File: src/rtl/fifo_wr_arb_ctrl.sv
// Write-side arbiter and pointer/occupancy controller for a single-clock FIFO.
// Round-robin grants requesters onto the write port and sequences a drain mode.
module fifo_wr_arb_ctrl #(
  parameter int NUM_REQ    = 4,
  parameter int DATA_WIDTH = 32,
  parameter int ADDR_WIDTH = 6,
  parameter int RAM_DEPTH  = 64,
  parameter int RD_LAT     = 2
) (
  input  logic                          clk,
  input  logic                          rst,
  input  logic [NUM_REQ-1:0]            req_valid,
  input  logic [NUM_REQ*DATA_WIDTH-1:0] req_data,
  output logic [NUM_REQ-1:0]            req_ready,
  input  logic                          rd_req,
  output logic                          rd_ack,
  output logic                          rd_valid,
  input  logic                          drain,
  output logic                          drain_done,
  output logic                          fifo_wr_cs,
  output logic                          fifo_wr_en,
  output logic [ADDR_WIDTH-1:0]         fifo_addr_wr,
  output logic [DATA_WIDTH-1:0]         fifo_data_in,
  output logic                          fifo_rd_cs,
  output logic                          fifo_rd_en,
  output logic [ADDR_WIDTH-1:0]         fifo_addr_rd,
  output logic [ADDR_WIDTH:0]           count,
  output logic                          full,
  output logic                          empty
);

  localparam int RR_W = $clog2(NUM_REQ);

  typedef enum logic {RUN, DRAIN} state_t;

  state_t                state;
  logic [RR_W-1:0]       rr_ptr;
  logic [ADDR_WIDTH-1:0] wr_ptr;
  logic [ADDR_WIDTH-1:0] rd_ptr;
  logic [RD_LAT-1:0]     rd_vld_p;
  logic [RR_W-1:0]       gnt_idx;
  logic                  wr_hs;
  logic [ADDR_WIDTH:0]   count_nxt;
  logic [RR_W:0]         scan_idx;

  assign full     = (count == (ADDR_WIDTH+1)'(RAM_DEPTH));
  assign empty    = (count == '0);
  assign rd_ack   = !rst && rd_req && !empty;
  assign rd_valid = rd_vld_p[RD_LAT-1];

  // Grant goes to the first valid requester at or after rr_ptr, wrapping modulo NUM_REQ.
  always_comb begin
    req_ready = '0;
    gnt_idx   = '0;
    wr_hs     = 1'b0;
    scan_idx  = '0;
    if (!rst && state == RUN && !full) begin
      for (int i = 0; i < NUM_REQ; i++) begin
        scan_idx = {1'b0, rr_ptr} + (RR_W+1)'(i);
        if (scan_idx >= (RR_W+1)'(NUM_REQ))
          scan_idx = scan_idx - (RR_W+1)'(NUM_REQ);
        if (!wr_hs && req_valid[scan_idx[RR_W-1:0]]) begin
          wr_hs                           = 1'b1;
          gnt_idx                         = scan_idx[RR_W-1:0];
          req_ready[scan_idx[RR_W-1:0]]   = 1'b1;
        end
      end
    end
  end

  always_comb begin
    count_nxt = count;
    if (wr_hs && !rd_ack)
      count_nxt = count + 1'b1;
    else if (!wr_hs && rd_ack)
      count_nxt = count - 1'b1;
  end

  // Stage p0 -> registered FIFO strobes, pointers, occupancy and drain FSM.
  always_ff @(posedge clk) begin
    if (rst) begin
      state        <= RUN;
      rr_ptr       <= '0;
      wr_ptr       <= '0;
      rd_ptr       <= '0;
      count        <= '0;
      fifo_wr_cs   <= 1'b0;
      fifo_wr_en   <= 1'b0;
      fifo_addr_wr <= '0;
      fifo_data_in <= '0;
      fifo_rd_cs   <= 1'b0;
      fifo_rd_en   <= 1'b0;
      fifo_addr_rd <= '0;
      rd_vld_p     <= '0;
      drain_done   <= 1'b0;
    end else begin
      fifo_wr_cs <= wr_hs;
      fifo_wr_en <= wr_hs;
      if (wr_hs) begin
        fifo_addr_wr <= wr_ptr;
        fifo_data_in <= req_data[gnt_idx*DATA_WIDTH +: DATA_WIDTH];
        wr_ptr       <= wr_ptr + 1'b1;
        rr_ptr       <= (gnt_idx == RR_W'(NUM_REQ-1)) ? '0 : gnt_idx + 1'b1;
      end

      fifo_rd_cs <= rd_ack;
      fifo_rd_en <= rd_ack;
      if (rd_ack) begin
        fifo_addr_rd <= rd_ptr;
        rd_ptr       <= rd_ptr + 1'b1;
      end

      rd_vld_p[0] <= rd_ack;
      for (int i = 1; i < RD_LAT; i++)
        rd_vld_p[i] <= rd_vld_p[i-1];

      count      <= count_nxt;
      drain_done <= 1'b0;

      unique case (state)
        RUN: begin
          if (drain)
            state <= DRAIN;
        end
        DRAIN: begin
          if (count_nxt == '0) begin
            state      <= RUN;
            drain_done <= 1'b1;
          end
        end
        default: state <= RUN;
      endcase
    end
  end

endmodule

File: config.mk
export PLATFORM = sky130hd
export DESIGN_NAME = fifo_wr_arb_ctrl
export DESIGN_NICKNAME = d
export VERILOG_FILES = /design/src/rtl/fifo_wr_arb_ctrl.sv
export SDC_FILE = /design/constraint.sdc
export NUM_CORES = 1
export LEC_CHECK = 0
export ABC_AREA = 0
export BUFFER_PORTS_ARGS = -buffer_cell sky130_fd_sc_hd__buf_4
export CAP_MARGIN = 30
export CORE_MARGIN = 2
export CORE_UTILIZATION = 42
export DETAILED_ROUTE_END_ITERATION = 8
export GPL_TIMING_DRIVEN = 0
export PLACE_DENSITY = 0.78
export SYNTH_ARGS = -nofsm -noshare
export SYNTH_HDL_FRONTEND = slang
export SYNTH_SLANG_ARGS = --single-unit
File: constraint.sdc
create_clock -name clk -period 3.2 [get_ports clk]
set_clock_uncertainty 0.2 [all_clocks]
set_input_delay 0.64 -clock clk [delete_from_list [all_inputs] [get_ports clk]]
set_output_delay 0.64 -clock clk [all_outputs]
set_load 0.01 [all_outputs]
# Yosys cells after proc, flatten, opt, wreduce, memory -nomap -nowiden
# Index checks and enable logic that the tools add are counted.
[totals]
register_bits = 71
wordCells = 119
out_inout_bits = 64
[classes]
magnitude_cmp = 12
shifts = 1
reduce_logical = 24
bitwise = 4
mux = 52
n_eq_ne = 2
add_sub_neg = 12
[op_table]
columns = ["operator", "n"]
rows = [
  ["$shiftx A128 B8 Y32", 1],
  ["$mux W4", 8],
  ["$mux W2", 14],
  ["$mux W1", 19],
  ["$logic_not A7 Y1", 2],
  ["$mux W7", 2],
  ["$logic_and A1 B1 Y1", 13],
  ["$add A6 B1 Y6 const B", 2],
  ["$lt A2 B3 Y1 const B", 4],
  ["$or A4 B4 Y4", 3],
  ["$ge A3 B3 Y1 const B", 3],
  ["$bmux W1 S2", 4],
  ["$demux W1 S2", 4],
  ["$ge A2 B1 Y1 const B", 4],
  ["$logic_not A1 Y1", 8],
  ["$sub A2 B1 Y2 const B", 4],
  ["$add A7 B1 Y7 const B", 1],
  ["$eq A7 B7 Y1 const B", 1],
  ["$sub A7 B1 Y7 const B", 1],
  ["$add A2 B2 Y3 const B", 2],
  ["$add A2 B1 Y3 const B", 1],
  ["$ge A2 B3 Y1 const B", 1],
  ["$add A2 B1 Y2 const B", 1],
  ["$eq A2 B2 Y1 const B", 1],
  ["3 further kinds", 3],
]

# Logic depth before layout (Yosys ltp)
# Gate-level depths: netlist of run 1.
[logic_depth]
word_depth = 27
mapped_depth = 12

# Worst setup path before layout of run 1
# Ideal clock, no wire load.
[synth_timing]
path_type = "register to register"
start = "register rr_ptr[0]"
end = "register fifo_data_in[13]"
stages_incl_launch_ff = 12
setup_time_ps = 138
t_arrival_ps = 2821
path_slack_ps = 41
path_buffers = 3
cell_sequence = "dfxtp_1 buf_4 inv_1 ha_1 mux4_2 nor2b_4 nor2_4 xnor2_4 buf_6 buf_6 mux2i_1 o221ai_1"
[synth_between]
elab_chain_cells = 20
elab_cells_between_ends = 47
classes_between = "7 x add/sub; 4 x order compare; 1 x shift; 29 x mux; 6 x reduce/logical"
[synth_rtl]
columns = ["element", "line", "rtl"]
rows = [
  ["start, declared", "37", "logic [RR_W-1:0] rr_ptr;"],
  ["start signal, assigned", "103", "rr_ptr <= (gnt_idx == RR_W'(NUM_REQ-1)) ? '0 : gnt_idx + 1'b1;"],
  ["$ge A2 B3 Y1 / $sub A2 B1 Y2 (equally long branches)", "60, 61", ""],
  ["$mux W2", "60", "if (scan_idx >= (RR_W+1)'(NUM_REQ))"],
  ["$mux W2", "57", "if (!rst && state == RUN && !full) begin"],
  ["$bmux W1 S2", "62", "if (!wr_hs && req_valid[scan_idx[RR_W-1:0]]) begin"],
  ["$mux W1 (not written as such)", "62", ""],
  ["$mux W1", "62", ""],
  ["$mux W1", "57", ""],
  ["$logic_not A1 Y1", "62", ""],
  ["[4 not listed]", "--", ""],
  ["$logic_and A1 B1 Y1", "62", ""],
  ["$mux W1", "62", ""],
  ["$mux W1", "57", ""],
  ["$logic_not A1 Y1", "62", ""],
  ["$logic_and A1 B1 Y1", "62", ""],
  ["$mux W2", "62", ""],
  ["$mux W2", "57", ""],
  ["$shiftx A128 B8 Y32", "101", "fifo_data_in <= req_data[gnt_idx*DATA_WIDTH +: DATA_WIDTH];"],
  ["end signal, assigned", "101", ""],
  ["end, declared", "23", "output logic [DATA_WIDTH-1:0] fifo_data_in,"],
]
# Several ways; a longest one is shown, not always the timed one. The select of a mux whose other input is x is not followed.
# A chain may end at the register's enable or synchronous reset.

# Worst setup path after layout of run 1
[layout_timing]
start = "register rr_ptr[0]"
end = "output port req_ready[3]"
[layout_between]
elab_chain_cells = 19
elab_cells_between_ends = 70
classes_between = "7 x add/sub; 12 x order compare; 38 x mux; 3 x bitwise; 10 x reduce/logical"
[layout_rtl]
columns = ["element", "line", "rtl"]
rows = [
  ["branches (longest 17 deep; another with $add A2 B1 Y3)", "--", ""],
  ["$mux W4 *", "62", ""],
  ["$mux W4 *", "57", ""],
  ["end, declared", "14", "output logic [NUM_REQ-1:0] req_ready,"],
]
# Mark *: on every way between the ends. The select of a mux whose other input is x is not followed.

==> metrics.txt, run 1 <==
number of global-route vias before repair 3,982; Final Slew Violations 0; PwrDens 887 mW/mm²; via density per instance 5.36; number of placement rows 35; Critical Path RT 2360 ps; # DRC 0; CP Class reg -> out; drt wl/cell 16.8 µm; fillers 752; Clock transition at path regs 80 ps; Post-Layout Cell Count 783; worst-skew pair later-pin latency 340 ps; asr flop ratio synth 0; Critical Path Fanout Max 5; dpl cells 748; Post-synth EDFFs 0; antenna violations before repair 0; most common cell after layout, fill and taps aside buf_4; Routability Congestion 0.835; TritonCTS clock tree built; final period demand of the worst path 3310 ps; Pre-antenna DRT Iters 4; port bufs 197; synthesized area 0.00395 mm²; Syn Area/Cell 8.98 µm²; P_leak 2.84 nW; R2R Path Start rr_ptr[0]; endpoints failing setup 4; YS warnings 0; vias 4,198; Syn Nets 589; Slew HR 0.649; status finished, violations left; Mapped Cells 440; Diodes inserted 0; worst-margin pin slew 523 ps; Hold Vio Cnt, Final 0; area of the die 0.0102 mm²; Final Net Count 816; clk sinks 70; Ports 200; Fmax 302 MHz; CTS H-Tree Depth 3; HP Start fifo_addr_rd[1]; post-DP HPWL 9.81 mm; area grow syn2layout 56.4%; violated checks setup timing; CTS Buf Count 9; Worst Setup SP rr_ptr[0]; area taken by multi-input logic gates 0.00244 mm²; Yosys reg bits 70; Starting Density 0.430; Root Driver clkbuf_8; drt total wl 13.2 mm; hold buffer count at cts 0; clock buffer depth 2; RSZ-0062 raised after global routing true; ratio of cells with drive above 1 in the final layout 0.418; Setup WS post-layout -106 ps; Worst Hold Class reg -> reg; register area share after synthesis 0.355; most frequent cells in the layout buf_4, nand2_1, dfxtp_1, mux2i_1, nor2_1; register area 0.00141 mm²; Final Cycle Share 1.03; core box area 0.00920 mm²; Worst Path Arrival 2470 ps; peak supply drop 0.000396 V; largest net degree at the start of global routing 13; 1st-iter DRT viols 98; Die Y-Extent 101 µm; Die Span X 101 µm; Overflow after GRT 0; utilization after layout 0.672; Worst Setup End Kind output pin; ys flop type dfxtp_1; number of max-cap violations 0; number of distinct library cells after synthesis 47; Tot GR Track Use 0.241; crit path launch type flip-flop; first-pass GRT wire length 19.6 mm; DRT antenna net count 0
-- cells in the mapped netlist (all sizes together), types with 2 or more instances --
cell,instances,area share
nor2b,2,0.0051
mux2i,65,0.16
o21ai,3,0.0067
xnor2,5,0.016
a22oi,4,0.0076
nor3,6,0.0076
a211oi,2,0.0038
nor4,3,0.0048
dfxtp,70,0.35
mux4,3,0.017
clkbuf,18,0.017
inv,7,0.0067
and3,3,0.0048
o221ai,32,0.071
nand3b,3,0.0057
nand4,5,0.0079
nand2,75,0.072
nand2b,2,0.0032
a221oi,6,0.013
buf,17,0.029
or4,5,0.010
nor2,41,0.045
ha,13,0.041
nand3,6,0.0076
a21oi,20,0.025
xor2,15,0.033
-- critical path, stage by stage, from the launching register on --
cell,delay (ps)
dfxtp_4,370
clkinvlp_4,110
ha_4,300
mux4_2,610
nor2b_4,230
a22oi_2,70
nor2_1,130
a221oi_2,50
nor2_1,130
buf_4,130
-- registers in the layout (all words and copies together) (netlist names), 2 cells and up --
signal        flops
count             7
fifo_addr_rd      6
rr_ptr            2
fifo_data_in     32
rd_vld_p          2
rd_ptr            6
fifo_addr_wr      6
wr_ptr            6
-- metal layers --
metal / track usage / vias to the layer above / wire [µm]
met5: 0 / - / 0
met4: 0.0707 / 0 / 244
met3: 0.0506 / 23 / 557
met2: 0.420 / 112 / 6900
met1: 0.300 / 2016 / 5470
li1: - / 2047 / -
-- layout make-up --
type	count	area share
Buffer	34	0.0381
Clock buffer	11	0.0245
Clock inverter	5	0.0132
Inverter	7	0.00547
Multi-Input combinational cell	328	0.396
Sequential cell	70	0.228
Tap cell	111	0.0225
Timing Repair Buffer	217	0.273
-- metrics by stage --
stage | power, mW | TNS, ps | setup slack [ps] | cell area, µm² | hold WS [ps]
final | 5.48 | -324 | -106 | 6180 | 262
after global routing | 5.81 | -2180 | -230 | 6180 | 284
after detailed placement | 4.07 | -10100 | -398 | 5570 | 250
after CTS | 4.98 | -471 | -125 | 5890 | 262
after global placement | 4.00 | -8590 | -371 | 5570 | 246
after floorplan | 3.10 | 0 | 41.4 | 3950 | 244
-- cells by family (layout without fill, tap and decap cells) --
kind of cell               Yosys count  count (layout)  share of synthesized area
AOI/OAI and AO/OA                   75              75                      0.144
xor gates and xnor gates            20              20                     0.0491
adders and majority gates           13              13                     0.0412
buffers and inverters               42             274                     0.0532
DFF                                 70              70                      0.355
muxes                               68              68                      0.182
and+or+nand+nor                    152             152                      0.176
-- repair_timing --
| item | CTS | global route |
|---|---|---|
| pin swaps | 2 | 7 |
| gates cloned | 0 | 3 |
| gates resized for setup | 11 | 36 |
| setup buffers | 6 | 11 |
| setup endpoints to repair | 38 | 36 |
-- power by group --
part	internal, mW	switching, mW	total [mW]
Clock	0.482	0.342	0.824
Sequential	1.13	0.174	1.31
Combinational	1.72	1.63	3.35
Total	3.33	2.15	5.48
-- worst paths after layout --
check	endpoint	slack [ps]	cells past startpoint
setup / recovery	req_ready[3]	-110	9
hold / removal	fifo_addr_rd[1]	260	2
setup reg to reg	fifo_data_in[15]	50	12
hold reg to reg	fifo_addr_rd[1]	260	2
No activity file was read; power rests on OpenSTA's default activity.
==> inputs of run 2 (changes only) <==
CELL_PAD_IN_SITES_DETAIL_PLACEMENT = 0   (was not set)
CELL_PAD_IN_SITES_GLOBAL_PLACEMENT = 1   (was not set)
CORE_UTILIZATION = 30   (was 42)
PLACE_DENSITY = not set   (was 0.78)
PLACE_DENSITY_LB_ADDON = 0.1   (was not set)
==> run 2 against run 1 <==
  * The run still ends with setup timing left
  * Non-clock buffer count is 7 lower
  * Largest cell class unchanged
  * Register-to-register slack better by 50 ps
  * Clock power is 13% higher
  * Hold slack worse by 5.0 ps
==> metrics.txt, run 2 (synthesis results as in run 1) <==
Worst Setup End Kind output pin; Die Span X 119 µm (+18%); RSZ-0062 raised after global routing true; post-DP HPWL 10.3 mm (+5.5%); ratio of cells with drive above 1 in the final layout 0.406 (-0.0121); area of the die 0.0141 mm² (+38%); switch share 0.404 (+0.0118); clk sinks 70 (unchanged); Slew HR 0.573 (-0.0763); PwrDens 853 mW/mm² (-3.9%); port bufs 197 (unchanged); via density per instance 4.85 (-9.6%); largest net degree at the start of global routing 20 (+7); Pre-antenna DRT Iters 4 (unchanged); P_leak 2.79 nW (-1.7%); R2R depth 12 (unchanged); Setup WS post-layout -104 ps (+2.02 ps); max reg flops 32 (unchanged); first-pass GRT wire length 20.5 mm (+4.8%); Final Cycle Share 1.03 (about the same); Worst path most repeated cell nor2_1; Routability Congestion 0.801 (-4.1%); Tot GR Track Use 0.183 (-0.0580); violated checks setup timing; Critical Path RT 2360 ps (about the same); CTS Buf Count 9 (unchanged); crit path launch type flip-flop; Place WS -484 ps (-86.1 ps); crit path capture req_ready[1]; Seq pwr share 0.249 (+0.011); Clock transition at path regs 60 ps (-20 ps); Root Driver clkbuf_16; Worst Setup SP rr_ptr[1]; Design Power 5.24 mW (-4.5%); TritonCTS clock tree built; antenna violations before repair 0 (unchanged); Worst Path Arrival 2460 ps (about the same); HP Start fifo_addr_rd[4]; worst-skew pair later-pin latency 330 ps (about the same); Fmax 303 MHz (about the same); CP Class reg -> out; drt wl/cell 16.1 µm (-4.3%); Regs by FF count fifo_data_in x32, count x7; dpl cells 809 (+8.2%); final period demand of the worst path 3300 ps (-2.02 ps); CP max stage delay 610 ps (about the same); peak supply drop 0.000348 V (-12%); Critical Path Fanout Max 5 (unchanged); flop-to-flop setup slack 100 ps (+50 ps); fillers 1,301 (+73%); Final Slew Violations 0 (unchanged); utilization after layout 0.483 (-0.189); Sw Pwr 2.11 mW (-1.6%); 1st-iter DRT viols 217 (+120%); worst-margin pin slew 641 ps (+118 ps); Worst Hold Class reg -> reg; drt total wl 13.5 mm (+2.3%); number of max-cap violations 0 (unchanged); most frequent cells in the layout buf_4, nand2_1, dfxtp_1, mux2i_1, nor2_1; core box area 0.0127 mm² (+38%); Starting Density 0.310 (-0.119); status finished, violations left; clock buffer depth 2 (unchanged); Post-Layout Cell Count 837 (+6.9%); CP max-delay cell mux4_2; area grow syn2layout 55.5%; number of placement rows 41 (+17%); Diodes inserted 0 (unchanged); number of global-route vias before repair 3,922 (-1.5%); Ports 200 (unchanged); power share of the combinational group 0.573 (-0.038); Overflow after GRT 0 (unchanged); vias 4,056 (-3.4%); Die Y-Extent 119 µm (+18%); R2R Path Start rr_ptr[1]; endpoints failing setup 4 (unchanged); Final Net Count 809 (-0.86%); DRT antenna net count 0 (unchanged); Internal Pwr Total 3.12 mW (-6.3%); Clk pwr share 0.178 (+0.028); crit-path cells clkinvlp_4, ha_4, mux4_2, nor2b_4, a22oi_2, nor2_1, a221oi_1, nor2_1, buf_4; worst r2r dst fifo_data_in[29]; Reg with most FFs fifo_data_in; hold buffer count at cts 0 (unchanged); # DRC 0 (unchanged); most common cell after layout, fill and taps aside buf_4; WHS Path Cells 2 (unchanged); Hold Vio Cnt, Final 0 (unchanged); CTS H-Tree Depth 3 (unchanged)
[run 2: changes by cell type in the layout (fill, tap and decap cells not counted), moves of 3 or more]
| cell | change |
|---|---|
| clkbuf_16 | +7 |
| mux2i_1 | +3 |
| clkinvlp_4 | +3 |
| clkbuf_8 | -11 |
| buf_12 | -3 |
| mux2i_4 | -3 |
[run 2: final cells by class]
cell class,count,area (µm²),area share
buffer,32,181,0.0295
clock buffer,10,229,0.0373
clock inverter,6,47.5,0.00774
inverter,7,33.8,0.00550
multi-input combinational,328,2400,0.391
sequential,70,1410,0.229
tap,172,215,0.0350
timing repair buffer,212,1630,0.265
[run 2: worst min-delay path by stage]
stage	endpoint
2_1_floorplan	fifo_addr_rd[5]
3_3_place_gp	fifo_data_in[4]
3_5_place_dp	fifo_addr_wr[0]
4_1_cts	fifo_addr_rd[4]
5_1_grt	fifo_addr_rd[3]
6_report	fifo_addr_rd[4]
[run 2: per-stage QoR]
step | hold slack, ps | TNS, ps | instance area, µm²
after floorplan | 244 | 0 | 3950
after global routing | 285 | -865 | 6140
after CTS | 262 | -393 | 6070
after global placement | 246 | -9160 | 5640
after detailed placement | 253 | -11710 | 5640
final | 257 | -261 | 6140
[run 2: power by group through the flow]
stage | Combinational (mW) | Clock [mW] | Sequential, mW
final | 3.00 | 0.930 | 1.31
after global routing | 3.25 | 0.994 | 1.34
after CTS | 2.95 | 0.957 | 1.31
after detailed placement | 2.79 | 0 | 1.32
after global placement | 2.76 | 0 | 1.31
after floorplan | 1.70 | 0 | 1.40
[run 2: critical path, delay by kind of cell (launching register included)]
family                   cells  cell delay, ps
adder cells (fa/ha/maj)      1             300
buffers and inverters        2             240
AND/OR/NAND/NOR              3             500
multiplexers                 1             610
AO/OA/AOI/OAI                2             150
flip-flops                   1             360
[run 2: layer usage]
| metal | track usage | wire, µm |
|---|---|---|
| met1 | 0.223 | 5750 |
| met2 | 0.315 | 6840 |
| met3 | 0.0430 | 651 |
| met4 | 0.0647 | 239 |
| met5 | 0 | 0 |
[run 2: what timing repair did]
| action | 4_1_cts | 5_1_grt |
|---|---|---|
| cloned | 0 | 1 |
| endpoints found under the setup margin | 38 | 37 |
| setup buffers | 11 | 3 |
| gates resized for setup | 17 | 15 |
| pin swaps | 5 | 10 |
==> inputs of run 3 (changes only) <==
CORE_UTILIZATION = 35   (was 30)
clock period = 3.83 ns   (was 3.2 ns; I/O delays follow)
==> run 3 against run 2 <==
  * The flow now finishes without violations
  * Clock-buffer cell count decreased by 1
  * Setup slack better by 260 ps
  * Sequential cell count is the same
  * Sequential share of layout area is 0.73 points higher
  * Cell area is 3.4% lower
  * Via count decreased by 1.0%
  * Combinational power shrank 23%
  * Cell count shrank 5.3%
  * Clock power shrank 6.9%
==> metrics.txt, run 3 (synthesis results as in run 1) <==
status complete, no violations; CTS H-Tree Depth 3 (unchanged); endpoints failing setup 0 (-4); Worst Path Arrival 2710 ps (+250 ps); area grow syn2layout 50.1%; area of the die 0.0122 mm² (-14%); via density per instance 5.06 (+4.5%); largest net degree at the start of global routing 15 (-25%); Ports 200 (unchanged); Worst Hold Class reg -> reg; Post-Route Setup TNS 0 ps (+261 ps); worst path bufs/invs 3 (+1); number of placement rows 38 (-7.3%); Final Net Count 797 (-1.5%); post-DP HPWL 10.2 mm (-1.8%); most frequent cells in the layout buf_4, nand2_1, dfxtp_1, mux2i_1, nor2_1; R2R Path Start rr_ptr[0]; number of global-route vias before repair 3,867 (-1.4%); number of max-cap violations 0 (unchanged); Worst Setup End Kind output pin; Worst Setup SP rr_ptr[0]; Slew HR 0.644 (+0.0710); Regs by FF count fifo_data_in x32, count x7; vias 4,014 (-1.0%); Die Y-Extent 110 µm (-7.2%); clk sinks 70 (unchanged); clock buffer depth 2 (unchanged); PwrDens 721 mW/mm² (-16%); CP Class reg -> out; Starting Density 0.361 (+0.0507); dpl cells 777 (-4.0%); final period demand of the worst path 3680 ps; P_leak 2.73 nW (-2.0%); Worst path most repeated cell nor2_1; drt wl/cell 16.2 µm (+0.40%); hold buffer count at cts 0 (unchanged); Routability Congestion 0.795 (-0.76%); Die Span X 110 µm (-7.2%); TritonCTS clock tree built; Fmax 272 MHz; peak supply drop 0.000357 V (+2.7%); Hold Vio Cnt, Final 0 (unchanged); Critical Path RT 2860 ps (+500 ps); max reg flops 32 (unchanged); crit path launch type flip-flop; first-pass GRT wire length 19.5 mm (-5.2%); Final Cycle Share 0.960; # DRC 0 (unchanged); Post-Layout Cell Count 793 (-5.3%); Design Power 4.27 mW (-18%); worst-margin pin slew 535 ps (-107 ps); Reg with most FFs fifo_data_in; Tot GR Track Use 0.207 (+0.0236); most common cell after layout, fill and taps aside buf_4; Critical Path Fanout Max 9 (+4); port bufs 197 (unchanged); Clock transition at path regs 70 ps (about the same); RSZ-0062 raised after global routing false; drt total wl 12.8 mm (-4.9%); DRT antenna net count 0 (unchanged); CP delay by family, top multiplexers; Pre-antenna DRT Iters 4 (unchanged); crit-path cells buf_6, inv_1, ha_4, mux4_2, a22oi_1, nor2_1, a221oi_1, nor2_1, buf_4; utilization after layout 0.542 (+0.0595); Diodes inserted 0 (unchanged); HP Start fifo_addr_rd[4]; ratio of cells with drive above 1 in the final layout 0.371 (-0.0354); Final Slew Violations 0 (unchanged); worst-skew pair later-pin latency 340 ps (about the same); CTS Buf Count 9 (unchanged); 1st-iter DRT viols 156 (-28%); Overflow after GRT 0 (unchanged); core box area 0.0109 mm² (-14%); Root Driver clkbuf_16; CP max stage delay 580 ps (-30 ps); CP max-delay cell mux4_2; antenna violations before repair 0 (unchanged)
==> run 3: path summary, 6_finish.rpt <==
| path | end | slack, ps | cells after the start |
|---|---|---|---|
| max | req_ready[1] | 150 | 9 |
| min | fifo_addr_rd[4] | 260 | 2 |
| max reg2reg | fifo_data_in[20] | 440 | 11 |
| min reg2reg | fifo_addr_rd[4] | 260 | 2 |
==> run 3: layout make-up <==
class | instances | area (µm²)
clock inverters | 7 | 81.3
multi-input cells | 328 | 2350
plain buffers | 35 | 188
inverters | 7 | 26.3
flip-flops and latches | 70 | 1400
fillers | 1065 | 5010
well taps | 140 | 175
clock buffers | 9 | 225
repair buffers | 197 | 1480
==> run 3: tightest hold or removal path: stages (launching register included) <==
cell and delay (ps):
dfxtp_1 310, nand2_1 50, a21oi_1 50
==> run 3: power breakdown <==
part           total, mW  switching [mW]  internal, mW
sequential          1.10           0.156         0.946
clock              0.866           0.351         0.514
combinational       2.30            1.22          1.09
==> run 3: repair_timing <==
item / 4_1_cts / 5_1_grt
endpoints found under the setup margin: 4 / 4
gates resized for setup: 3 / 3
setup buffers: 0 / 0
endpoints found under the hold margin: 0 / 0
==> run 3: per-stage QoR <==
step	area, µm²	worst slack (ps)	hold slack, ps
after floorplan	3950	613	244
after global placement	5600	226	246
after detailed placement	5600	171	251
after CTS	5920	33.0	260
after global routing	5930	2.65	286
final	5930	151	257
==> run 3: routing by layer <==
layer,GRT usage,part of all wire,up-vias
li1,-,-,2010
met1,0.261,0.42,1867
met3,0.0606,0.057,16
met4,0.0500,0.014,0
met2,0.348,0.51,121
met5,0,0,-
